<file path="config.mk">
export PLATFORM = sky130hd
export DESIGN_NAME = vending_machine_chg_flat
export DESIGN_NICKNAME = d
export VERILOG_FILES = /design/src/rtl/vending_machine_chg_if.sv /design/src/rtl/vending_machine_chg.sv /design/src/flat_wrapper.sv
export SDC_FILE = /design/constraint.sdc
export NUM_CORES = 1
export LEC_CHECK = 0
export ABC_AREA = 1
export BUFFER_PORTS_ARGS = -buffer_cell sky130_fd_sc_hd__buf_2
export CORE_MARGIN = 2
export CORE_UTILIZATION = 59
export CTS_CLUSTER_SIZE = 20
export DETAILED_ROUTE_END_ITERATION = 8
export HOLD_SLACK_MARGIN = 0.02
export PLACE_DENSITY_LB_ADDON = 0.08
export SYNTH_ARGS = -nofsm -noshare
export SYNTH_HDL_FRONTEND = slang
export SYNTH_SLANG_ARGS = --single-unit
</file>
<file path="constraint.sdc">
create_clock -name clk -period 5.65 [get_ports clk]
set_input_delay 0.2825 -clock clk [delete_from_list [all_inputs] [get_ports clk]]
set_output_delay 0.2825 -clock clk [all_outputs]
set_load 0.03 [all_outputs]
</file>
<file path="src/rtl/vending_machine_chg_if.sv">
// Coin-sense / actuator bundle for the vending controller, plus a state
// debug view so checkers can follow the FSM directly.
interface vending_machine_chg_if #(
    parameter int CREDIT_W = 7,
    parameter int CNT_W    = 8
);
    // Coin pulses and cancel are level-sampled once per rising edge; there is
    // no back-pressure: busy only says coins seen now will be rejected.
    logic                n;
    logic                d;
    logic                q;
    logic                cancel;
    logic                y;
    logic                chg_n;
    logic                chg_d;
    logic                coin_rej;
    logic                busy;
    logic [CREDIT_W-1:0] credit;
    logic [CNT_W-1:0]    sales;
    logic [1:0]          state_dbg;

    modport master (
        output n, d, q, cancel,
        input  y, chg_n, chg_d, coin_rej, busy, credit, sales, state_dbg
    );

    modport slave (
        input  n, d, q, cancel,
        output y, chg_n, chg_d, coin_rej, busy, credit, sales, state_dbg
    );
endinterface

</file>
<file path="src/rtl/vending_machine_chg.sv">
// Coin-operated vend controller: accumulates credit, vends at PRICE and pays
// change or refunds as a dime-first serial stream of return pulses.
module vending_machine_chg #(
    parameter int PRICE    = 15,
    parameter int CREDIT_W = 7,
    parameter int CNT_W    = 8
) (
    input  logic                 clk,
    input  logic                 reset,
    vending_machine_chg_if.slave bus
);
    typedef enum logic [1:0] {
        IDLE   = 2'd0,
        VEND   = 2'd1,
        CHANGE = 2'd2
    } state_t;

    localparam logic [CREDIT_W-1:0] PRICE_C = CREDIT_W'(PRICE);
    localparam logic [CREDIT_W-1:0] FIVE    = CREDIT_W'(5);
    localparam logic [CREDIT_W-1:0] TEN     = CREDIT_W'(10);
    localparam logic [CREDIT_W-1:0] QUARTER = CREDIT_W'(25);

    state_t              state_q, state_d;
    logic [CREDIT_W-1:0] credit_q, credit_d;
    logic [CNT_W-1:0]    sales_q, sales_d;
    logic                rej_q, rej_d;

    logic [1:0]          coin_cnt;
    logic                valid_coin;
    logic [CREDIT_W-1:0] coin_val;
    logic [CREDIT_W-1:0] sum;

    always_ff @(posedge clk or negedge reset) begin
        if (!reset) begin
            state_q  <= IDLE;
            credit_q <= '0;
            sales_q  <= '0;
            rej_q    <= 1'b0;
        end else begin
            state_q  <= state_d;
            credit_q <= credit_d;
            sales_q  <= sales_d;
            rej_q    <= rej_d;
        end
    end

    always_comb begin
        state_d    = state_q;
        credit_d   = credit_q;
        sales_d    = sales_q;
        coin_cnt   = {1'b0, bus.n} + {1'b0, bus.d} + {1'b0, bus.q};
        valid_coin = (state_q == IDLE) && !bus.cancel && (coin_cnt == 2'd1);
        coin_val   = bus.n ? FIVE : (bus.d ? TEN : QUARTER);
        sum        = credit_q + coin_val;
        // Any coin that is not a valid one is rejected; that covers multiple
        // coins, coins while busy, and coins alongside cancel.
        rej_d      = (coin_cnt != 2'd0) && !valid_coin;

        case (state_q)
            IDLE: begin
                if (valid_coin) begin
                    if (sum >= PRICE_C) begin
                        credit_d = sum - PRICE_C;
                        sales_d  = sales_q + 1'b1;
                        state_d  = VEND;
                    end else begin
                        credit_d = sum;
                    end
                end else if (bus.cancel && (credit_q != '0)) begin
                    state_d = CHANGE;
                end
            end
            VEND: begin
                state_d = (credit_q != '0) ? CHANGE : IDLE;
            end
            CHANGE: begin
                // Credit here is always a nonzero multiple of 5, so below ten
                // means exactly one nickel left.
                if (credit_q >= TEN) begin
                    credit_d = credit_q - TEN;
                end else begin
                    credit_d = '0;
                end
                if (credit_d == '0) begin
                    state_d = IDLE;
                end
            end
            default: begin
                state_d  = IDLE;
                credit_d = '0;
            end
        endcase
    end

    assign bus.y         = (state_q == VEND);
    assign bus.busy      = (state_q != IDLE);
    assign bus.chg_d     = (state_q == CHANGE) && (credit_q >= TEN);
    assign bus.chg_n     = (state_q == CHANGE) && (credit_q == FIVE);
    assign bus.coin_rej  = rej_q;
    assign bus.credit    = credit_q;
    assign bus.sales     = sales_q;
    assign bus.state_dbg = state_q;
endmodule

</file>
<file path="src/flat_wrapper.sv">
// flat-port wrapper written by rule: the top's interface ports become plain ports
module vending_machine_chg_flat 
#(
    parameter int PRICE    = 15,
    parameter int CREDIT_W = 7,
    parameter int CNT_W    = 8
)
  (clk, reset, bus_n, bus_d, bus_q, bus_cancel, bus_y, bus_chg_n, bus_chg_d, bus_coin_rej, bus_busy, bus_credit, bus_sales, bus_state_dbg);
  vending_machine_chg_if #(.CREDIT_W(CREDIT_W), .CNT_W(CNT_W)) bus_i ();
  input  logic clk;
  input  logic reset;
  input wire logic [$bits(bus_i.n)-1:0] bus_n;
  input wire logic [$bits(bus_i.d)-1:0] bus_d;
  input wire logic [$bits(bus_i.q)-1:0] bus_q;
  input wire logic [$bits(bus_i.cancel)-1:0] bus_cancel;
  output wire logic [$bits(bus_i.y)-1:0] bus_y;
  output wire logic [$bits(bus_i.chg_n)-1:0] bus_chg_n;
  output wire logic [$bits(bus_i.chg_d)-1:0] bus_chg_d;
  output wire logic [$bits(bus_i.coin_rej)-1:0] bus_coin_rej;
  output wire logic [$bits(bus_i.busy)-1:0] bus_busy;
  output wire logic [$bits(bus_i.credit)-1:0] bus_credit;
  output wire logic [$bits(bus_i.sales)-1:0] bus_sales;
  output wire logic [$bits(bus_i.state_dbg)-1:0] bus_state_dbg;
  assign bus_i.n = bus_n;
  assign bus_i.d = bus_d;
  assign bus_i.q = bus_q;
  assign bus_i.cancel = bus_cancel;
  assign bus_y = bus_i.y;
  assign bus_chg_n = bus_i.chg_n;
  assign bus_chg_d = bus_i.chg_d;
  assign bus_coin_rej = bus_i.coin_rej;
  assign bus_busy = bus_i.busy;
  assign bus_credit = bus_i.credit;
  assign bus_sales = bus_i.sales;
  assign bus_state_dbg = bus_i.state_dbg;
  vending_machine_chg #(.PRICE(PRICE), .CREDIT_W(CREDIT_W), .CNT_W(CNT_W)) u_core (.clk(clk), .reset(reset), .bus(bus_i));
endmodule
</file>
==> impl_metrics.json, run 1 <==
{
  "status": "finished clean",
  "syn-num-nets": 258,
  "cts_max_level": 1,
  "fmax_mhz": 406,
  "die_height_um": 57.3,
  "hpwl_mm": 3.04,
  "synthCells": 242,
  "root_buffer": "clkbuf_4",
  "r2r_start": "u_core.bus.credit[0]",
  "finClkSkew_ns": 0.00159,
  "reg2reg_setup_slack_ns": 3.19,
  "fin_cells": 304,
  "antenna_found_initial": 0,
  "ir_worst_vdd_mv": 0.373,
  "place_ws_ns": 2.97,
  "hold_path.class": "input port to register",
  "grt_pass1_vias": 1364,
  "multiInputGateArea_um2": 1080,
  "yosys.area.top_type": "dfrtp_1",
  "wire_per_inst_um": 12.1,
  "grt_use_total": 0.245,
  "drt_iter0_drc": 57,
  "rsz0062_at_grt": "false",
  "synth_seq_area_share": 0.269,
  "fin_crit_ns": 2.46,
  "totalWireLength_mm": 3.68,
  "setup_violations": 0,
  "path_max_fanout": 10,
  "cts_setup_buffers": 0,
  "grt_pass1_wl_mm": 6.19,
  "drc_errors": 0,
  "worst_setup_path_start_kind": "register",
  "hold_violations": 0,
  "path_clk_slew_ns": 0.10,
  "die-width_um": 57.3,
  "grt_max_degree": 19,
  "slew-limit-headroom": 0.675,
  "drive_gt1_frac": 0.245,
  "placed_area_um2": 1840,
  "avgSynthCellArea_um2": 6.92,
  "tightest_slew_ns": 0.482,
  "fin_area_um2": 1890,
  "crit_required_ns": 5.88,
  "clkLatencyLatePin_ns": 0.30,
  "fin_crit_sh": 0.436,
  "netlist_area_um2": 1680,
  "maxSlewViolCount": 0,
  "cts_sinks": 18,
  "worstSetupPathType": "register to register",
  "ff_latch_area_um2": 450,
  "fill_cells": 243,
  "synth.top_cells.by_area": "dfrtp_1 (27%), nand2_1 (14%), inv_1 (7.4%)",
  "cts_buffers": 3,
  "routed-via-count": 1592,
  "antenna_cells": 0,
  "rows": 19,
  "dp.cells": 299,
  "ioPinCount": 28,
  "powerDensity_nw_per_um2": 600,
  "finalWorstSetupSlack_ns": 3.19,
  "nNetsFinal": 290,
  "synth.distinct_cells": 27,
  "initial_core_util": 0.613,
  "cts_tree": "done",
  "routabilityCongestion": 0.865,
  "drtAntennaViolNets": 0,
  "switching_share": 0.573,
  "fin_tns_setup_ns": 0,
  "reg2reg_depth": 14,
  "cts_resized": 0,
  "post_drt_via_cell_ratio": 5.24,
  "yosysTopAreaCellShare": 0.269,
  "cap_violations": 0,
  "startpoint": "u_core.bus.credit[0]",
  "critPathArrivalTime_ns": 2.69,
  "power_frac_clock": 0.071,
  "min-delay-start": "bus_cancel",
  "synth-warning-count": 0,
  "ys_ff_latch": 18,
  "p_int_mw": 0.484,
  "core_um2": 2730,
  "fp.dieArea_um2": 3280,
  "area_delta_synth_final_pct": 12.8,
  "drt_first_pass_iters": 4,
  "holdPathStages": 3,
  "power_frac_seq": 0.204,
  "cts_buffer_depth": 2,
  "p_sw_mw": 0.650,
  "hold_ws_ns": 0.276,
  "p_leak_nw": 1.08,
  "io_buffer_count": 27,
  "gr-total-overflow": 0,
  "cp-end-kind": "register",
  "comb_power_share": 0.726
}
## sequential cells by signal (all words and copies together), names as in the netlist
name                  cells
u_core.bus.state_dbg      2
u_core.bus.credit         7
u_core.bus.coin_rej       1
u_core.bus.sales          8
## metrics by stage
| stage | total power [mW] | util |
|---|---|---|
| 2_1_floorplan | 0.883 | - |
| 3_3_place_gp | 1.04 | 0.675 |
| 3_5_place_dp | 1.05 | 0.675 |
| 4_1_cts | 1.14 | 0.692 |
| 5_1_grt | 1.24 | 0.692 |
| 6_report | 1.13 | 0.692 |
## power by group through the flow
stage	logic, mW	clock network [mW]	registers, mW
floorplan	0.602	0	0.281
global placement	0.808	0	0.232
detailed placement	0.819	0	0.232
CTS	0.821	0.0851	0.230
global route	0.917	0.0888	0.237
finish	0.823	0.0800	0.231
## cell usage after synthesis
master / instances
nand3b_4: 1
fa_1: 2
nand3_1: 23
nand2_8: 1
nor4_1: 1
nor3_1: 2
nor2_1: 16
dfrtp_1: 18
nand2_1: 64
a21o_1: 1
nor2_4: 3
ha_1: 8
nor2_2: 6
o21ai_2: 1
a31oi_1: 1
buf_2: 1
nand3_2: 4
nand4_1: 10
nand2_2: 13
inv_1: 33
xor2_1: 7
a21oi_1: 7
xnor2_1: 3
o21ai_0: 9
or2_4: 1
inv_2: 5
nand2_4: 1
## worst paths after layout
check | end
max reg2reg | u_core.bus.sales[3]
max in group asynchronous | u_core.bus.state_dbg[0]
max | u_core.bus.sales[3]
min | u_core.bus.coin_rej
min reg2reg | u_core.bus.sales[2]
min in group asynchronous | u_core.bus.sales[4]
## cell usage in the layout, fill, tap and decap left out
master and count:
a21o_1 1, a21oi_1 7, a31oi_1 1, buf_2 27, clkbuf_4 3, clkbuf_8 1, dfrtp_1 18, dlygate4sd3_1 1
fa_1 2, ha_1 8, inv_1 33, inv_2 5, nand2_1 64, nand2_2 13, nand2_4 1, nand2_8 1
nand3_1 23, nand3_2 4, nand3b_4 1, nand4_1 10, nor2_1 16, nor2_2 6, nor2_4 3, nor3_1 2
nor4_1 1, o21ai_0 9, o21ai_2 1, or2_4 1, xnor2_1 3, xor2_1 7
## routing by layer
metal,track usage,up-vias,wire (um)
met5,0,-,0
met4,0.0399,0,27
met3,0.0476,3,168
met2,0.373,31,1620
met1,0.368,718,1860
li1,-,840,-
## critical path, cell delays in order (launching register included)
cell and delay [ns]:
dfrtp_1 0.44, ha_1 0.24, inv_1 0.07, fa_1 0.42
inv_1 0.09, ha_1 0.18, inv_1 0.06, nor2_2 0.13
nand2_2 0.10, nor2_4 0.11, nor2_4 0.05, nand2_4 0.11
nand2_8 0.10, nor2_2 0.13, xor2_1 0.17
## cell type report
class,instances,area share
Timing Repair Buffer,28,0.0768
Multi-Input combinational cell,185,0.570
Inverter,38,0.0754
Sequential cell,18,0.238
Clock buffer,4,0.0192
Tap cell,31,0.0205
## logic make-up (layout without fill, tap and decap cells)
group	Yosys count	count (layout)	synth area share
AND/OR/NAND/NOR	146	146	0.446
buffers and inverters	39	70	0.0881
AO/OA/AOI/OAI	19	19	0.0612
flip-flops	18	18	0.269
adder cells (fa/ha/maj)	10	10	0.0836
XOR/XNOR	10	10	0.0523
## repair_timing
item                                    4_1_cts  5_1_grt
endpoints found under the hold margin        18        0
endpoints found under the setup margin        0        0
hold buffers                                  1        0
Note: power is estimated with default switching activity, not from simulation.
==> run 2: changes to the inputs <==
ABC_AREA = 0   (was 1)
CORE_UTILIZATION = 50   (was 59)
clock period = 2.1 ns   (was 5.65 ns; I/O delays follow)
==> run 2 against run 1 <==
Compared with the run above: critical path type unchanged; critical endpoint is now u_core.bus.sales[6]; non-clock buffer count up 54; the run now ends with negative setup slack left; fmax down 7.9%; largest power group unchanged; count of clock-buffer cells in the layout down 1; clock power up 120%.
==> impl_metrics.json, run 2 <==
{
  "status": "finished, violations left",
  "violations": "negative setup slack",
  "fin_crit_sh": 1.27,
  "nNetsFinal": 287,
  "synthCells": 190,
  "grt_max_degree": 19,
  "routabilityCongestion": 0.919,
  "drive_gt1_frac": 0.476,
  "layout_common_cells": "buf_4 (43), buf_2 (26), nor2_1 (20)",
  "synth-async-reset-ratio": 1.00,
  "grt_use_met2": 0.534,
  "reg2reg_depth": 11,
  "synth-warning-count": 0,
  "synth.distinct_cells": 50,
  "core_um2": 3050,
  "placed_area_um2": 2090,
  "finalWorstSetupSlack_ns": -0.576,
  "r2r-end": "u_core.bus.sales[6]",
  "fin_crit_ns": 2.68,
  "grt_pass1_vias": 1790,
  "reg2reg_setup_slack_ns": -0.58,
  "p_leak_nw": 1.17,
  "powerDensity_nw_per_um2": 1970,
  "synth_mux_area_frac": 0.00943,
  "rows": 20,
  "place_ws_ns": -0.657,
  "avgSynthCellArea_um2": 8.38,
  "cp_common_cell": "inv_2",
  "drtAntennaViolNets": 0,
  "path_max_fanout": 4,
  "synth_xor_area_frac": 0.0802,
  "yosys.area.top_type": "dfrtp_1",
  "grt_use_total": 0.310,
  "ys_top_cells_by_count": "nor2_1 (21), dfrtp_1 (18), nand2_1 (16)",
  "cts_buffer_depth": 2,
  "met1_usage": 0.388,
  "initial_core_util": 0.521,
  "wire_per_inst_um": 17.8,
  "cp-end-kind": "register",
  "synth_seq_area_share": 0.283,
  "ir_worst_vdd_mv": 1.17,
  "synth-main-ff-cell": "dfrtp_1",
  "setup_violations": 17,
  "synth-edff-count": 0,
  "final_common_cell": "buf_4",
  "cts_tree": "done",
  "post_drt_via_cell_ratio": 5.90,
  "cts_buffers": 3,
  "io_buffer_count": 27,
  "synth.top_cells.by_area": "dfrtp_1 (28%), ha_1 (6.3%), nor2_1 (5.0%)",
  "gr-total-overflow": 0,
  "syn-num-nets": 206,
  "crit_required_ns": 2.32,
  "routed-via-count": 1848,
  "worstSetupPathType": "register to register",
  "cp_slowest_stage_delay_ns": 0.45,
  "holdPathStages": 3,
  "die_height_um": 60.4,
  "hold_path.class": "input port to register",
  "path_clk_slew_ns": 0.11,
  "synth_top_family_by_area": "compound AO/OA/AOI/OAI gates",
  "netlist_area_um2": 1590,
  "ioPinCount": 28,
  "min_to": "u_core.bus.coin_rej",
  "synth_most_common_cell": "nor2_1",
  "totalWireLength_mm": 5.56,
  "cts_sinks": 18,
  "drc_errors": 0,
  "fmax_mhz": 374,
  "fp.dieArea_um2": 3650,
  "drt_iter0_drc": 110,
  "fill_cells": 205,
  "yosysTopAreaCellShare": 0.283,
  "slew-limit-headroom": 0.701,
  "hpwl_mm": 3.69,
  "clkLatencyLatePin_ns": 0.30,
  "grt.busiest_layer": "met2",
  "grt_pass1_wl_mm": 8.38,
  "tightest_slew_ns": 0.443,
  "area_delta_synth_final_pct": 53.9,
  "antenna_found_initial": 0,
  "crit_chain": "ha_4 -> inv_2 -> fa_2 -> inv_2 -> ha_4 -> inv_2 -> or2_4 -> a211oi_4 -> a21bo_4 -> a2111oi_4 -> xor2_1",
  "maxSlewViolCount": 0,
  "hold_ws_ns": 0.104,
  "die-width_um": 60.4,
  "root_buffer": "clkbuf_4",
  "largest_register_ffs": 8,
  "r2r_start": "u_core.bus.credit[0]",
  "critPathArrivalTime_ns": 2.90,
  "synth-simple-area-share": 0.239,
  "min-delay-start": "bus_cancel",
  "crit_slowest_cell": "fa_2",
  "hold_violations": 0,
  "cts_max_level": 1,
  "cap_violations": 0,
  "finClkSkew_ns": 0.00358,
  "fin_area_um2": 2450,
  "ys_ff_latch": 18,
  "synth_compound_area_frac": 0.243,
  "drt_first_pass_iters": 5,
  "use_met3": 0.0299,
  "rsz0062_at_grt": "true",
  "worst_setup_path_start_kind": "register",
  "synth_fa_ha_area_frac": 0.0881,
  "antenna_cells": 0
}
[run 2: how the worst max path moves through the flow]
stage	cells past startpoint	slack, ns	from	to
5_1_grt	11	-0.67	u_core.bus.credit[0]	u_core.bus.sales[6]
6_report	11	-0.58	u_core.bus.credit[0]	u_core.bus.sales[6]
2_1_floorplan	10	-0.67	u_core.bus.credit[0]	u_core.bus.sales[1]
3_5_place_dp	11	-0.66	u_core.bus.credit[0]	u_core.bus.sales[6]
3_3_place_gp	11	-0.56	u_core.bus.credit[0]	u_core.bus.sales[1]
4_1_cts	11	-0.63	u_core.bus.credit[0]	u_core.bus.sales[6]
[run 2: where the power goes]
group | total, mW | switching (mW) | internal [mW] | leakage (nW)
logic | 4.00 | 2.15 | 1.85 | 0.938
registers | 0.647 | 0.163 | 0.484 | 0.223
clock network | 0.178 | 0.112 | 0.0668 | 0.0138
total | 4.82 | 2.42 | 2.40 | 1.17
[run 2: through the flow]
step / power, mW / utilization / setup TNS, ns / instances
floorplan: 2.55 / - / -8.12 / 190
global placement: 3.59 / 0.686 / -7.86 / 297
detailed placement: 3.66 / 0.686 / -8.87 / 297
CTS: 4.39 / 0.772 / -7.78 / 311
global route: 5.11 / 0.802 / -9.36 / 313
finish: 4.82 / 0.802 / -8.23 / 313
[run 2: layout make-up]
| cell class | instances | area [um^2] | area share |
|---|---|---|---|
| clock buffer | 3 | 22.5 | 0.00919 |
| inverter | 15 | 56.3 | 0.0230 |
| multi-input combinational | 151 | 1260 | 0.516 |
| sequential | 18 | 453 | 0.185 |
| tap | 44 | 55.1 | 0.0225 |
| timing repair buffer | 82 | 598 | 0.244 |
[run 2: logic make-up (layout without fill, tap and decap cells)]
logic type               after synthesis  in the layout
adder cells (fa/ha/maj)               10             10
XOR/XNOR                              13             13
AO/OA/AOI/OAI                         52             52
multiplexers                           1              1
buffers and inverters                 21            100
flip-flops                            18             18
AND/OR/NAND/NOR                       75             75
[run 2: metal layers]
| layer | vias up | share of wire |
|---|---|---|
| met4 | 0 | 0.048 |
| met3 | 30 | 0.064 |
| met5 | - | 0 |
| li1 | 844 | - |
| met2 | 110 | 0.51 |
| met1 | 864 | 0.37 |
[run 2: what timing repair did]
item | 4_1_cts | 5_1_grt
pin swaps | 26 | 18
buffers inserted | 11 | 5
endpoints found under the setup margin | 17 | 18
gates cloned | 0 | 0
resized for setup | 40 | 20
hold endpoints to repair | 18 | 0
hold buffers | 1 | 0
[run 2: worst max-delay path: cells and delay by family, from the launching register on]
kind                       cells  cell delay [ns]
AOI/OAI and AO/OA              3             0.81
and+or+nand+nor                1             0.24
buffers and inverters          3             0.18
adders and majority gates      3             0.76
DFF                            1             0.44
xor gates and xnor gates       1             0.18
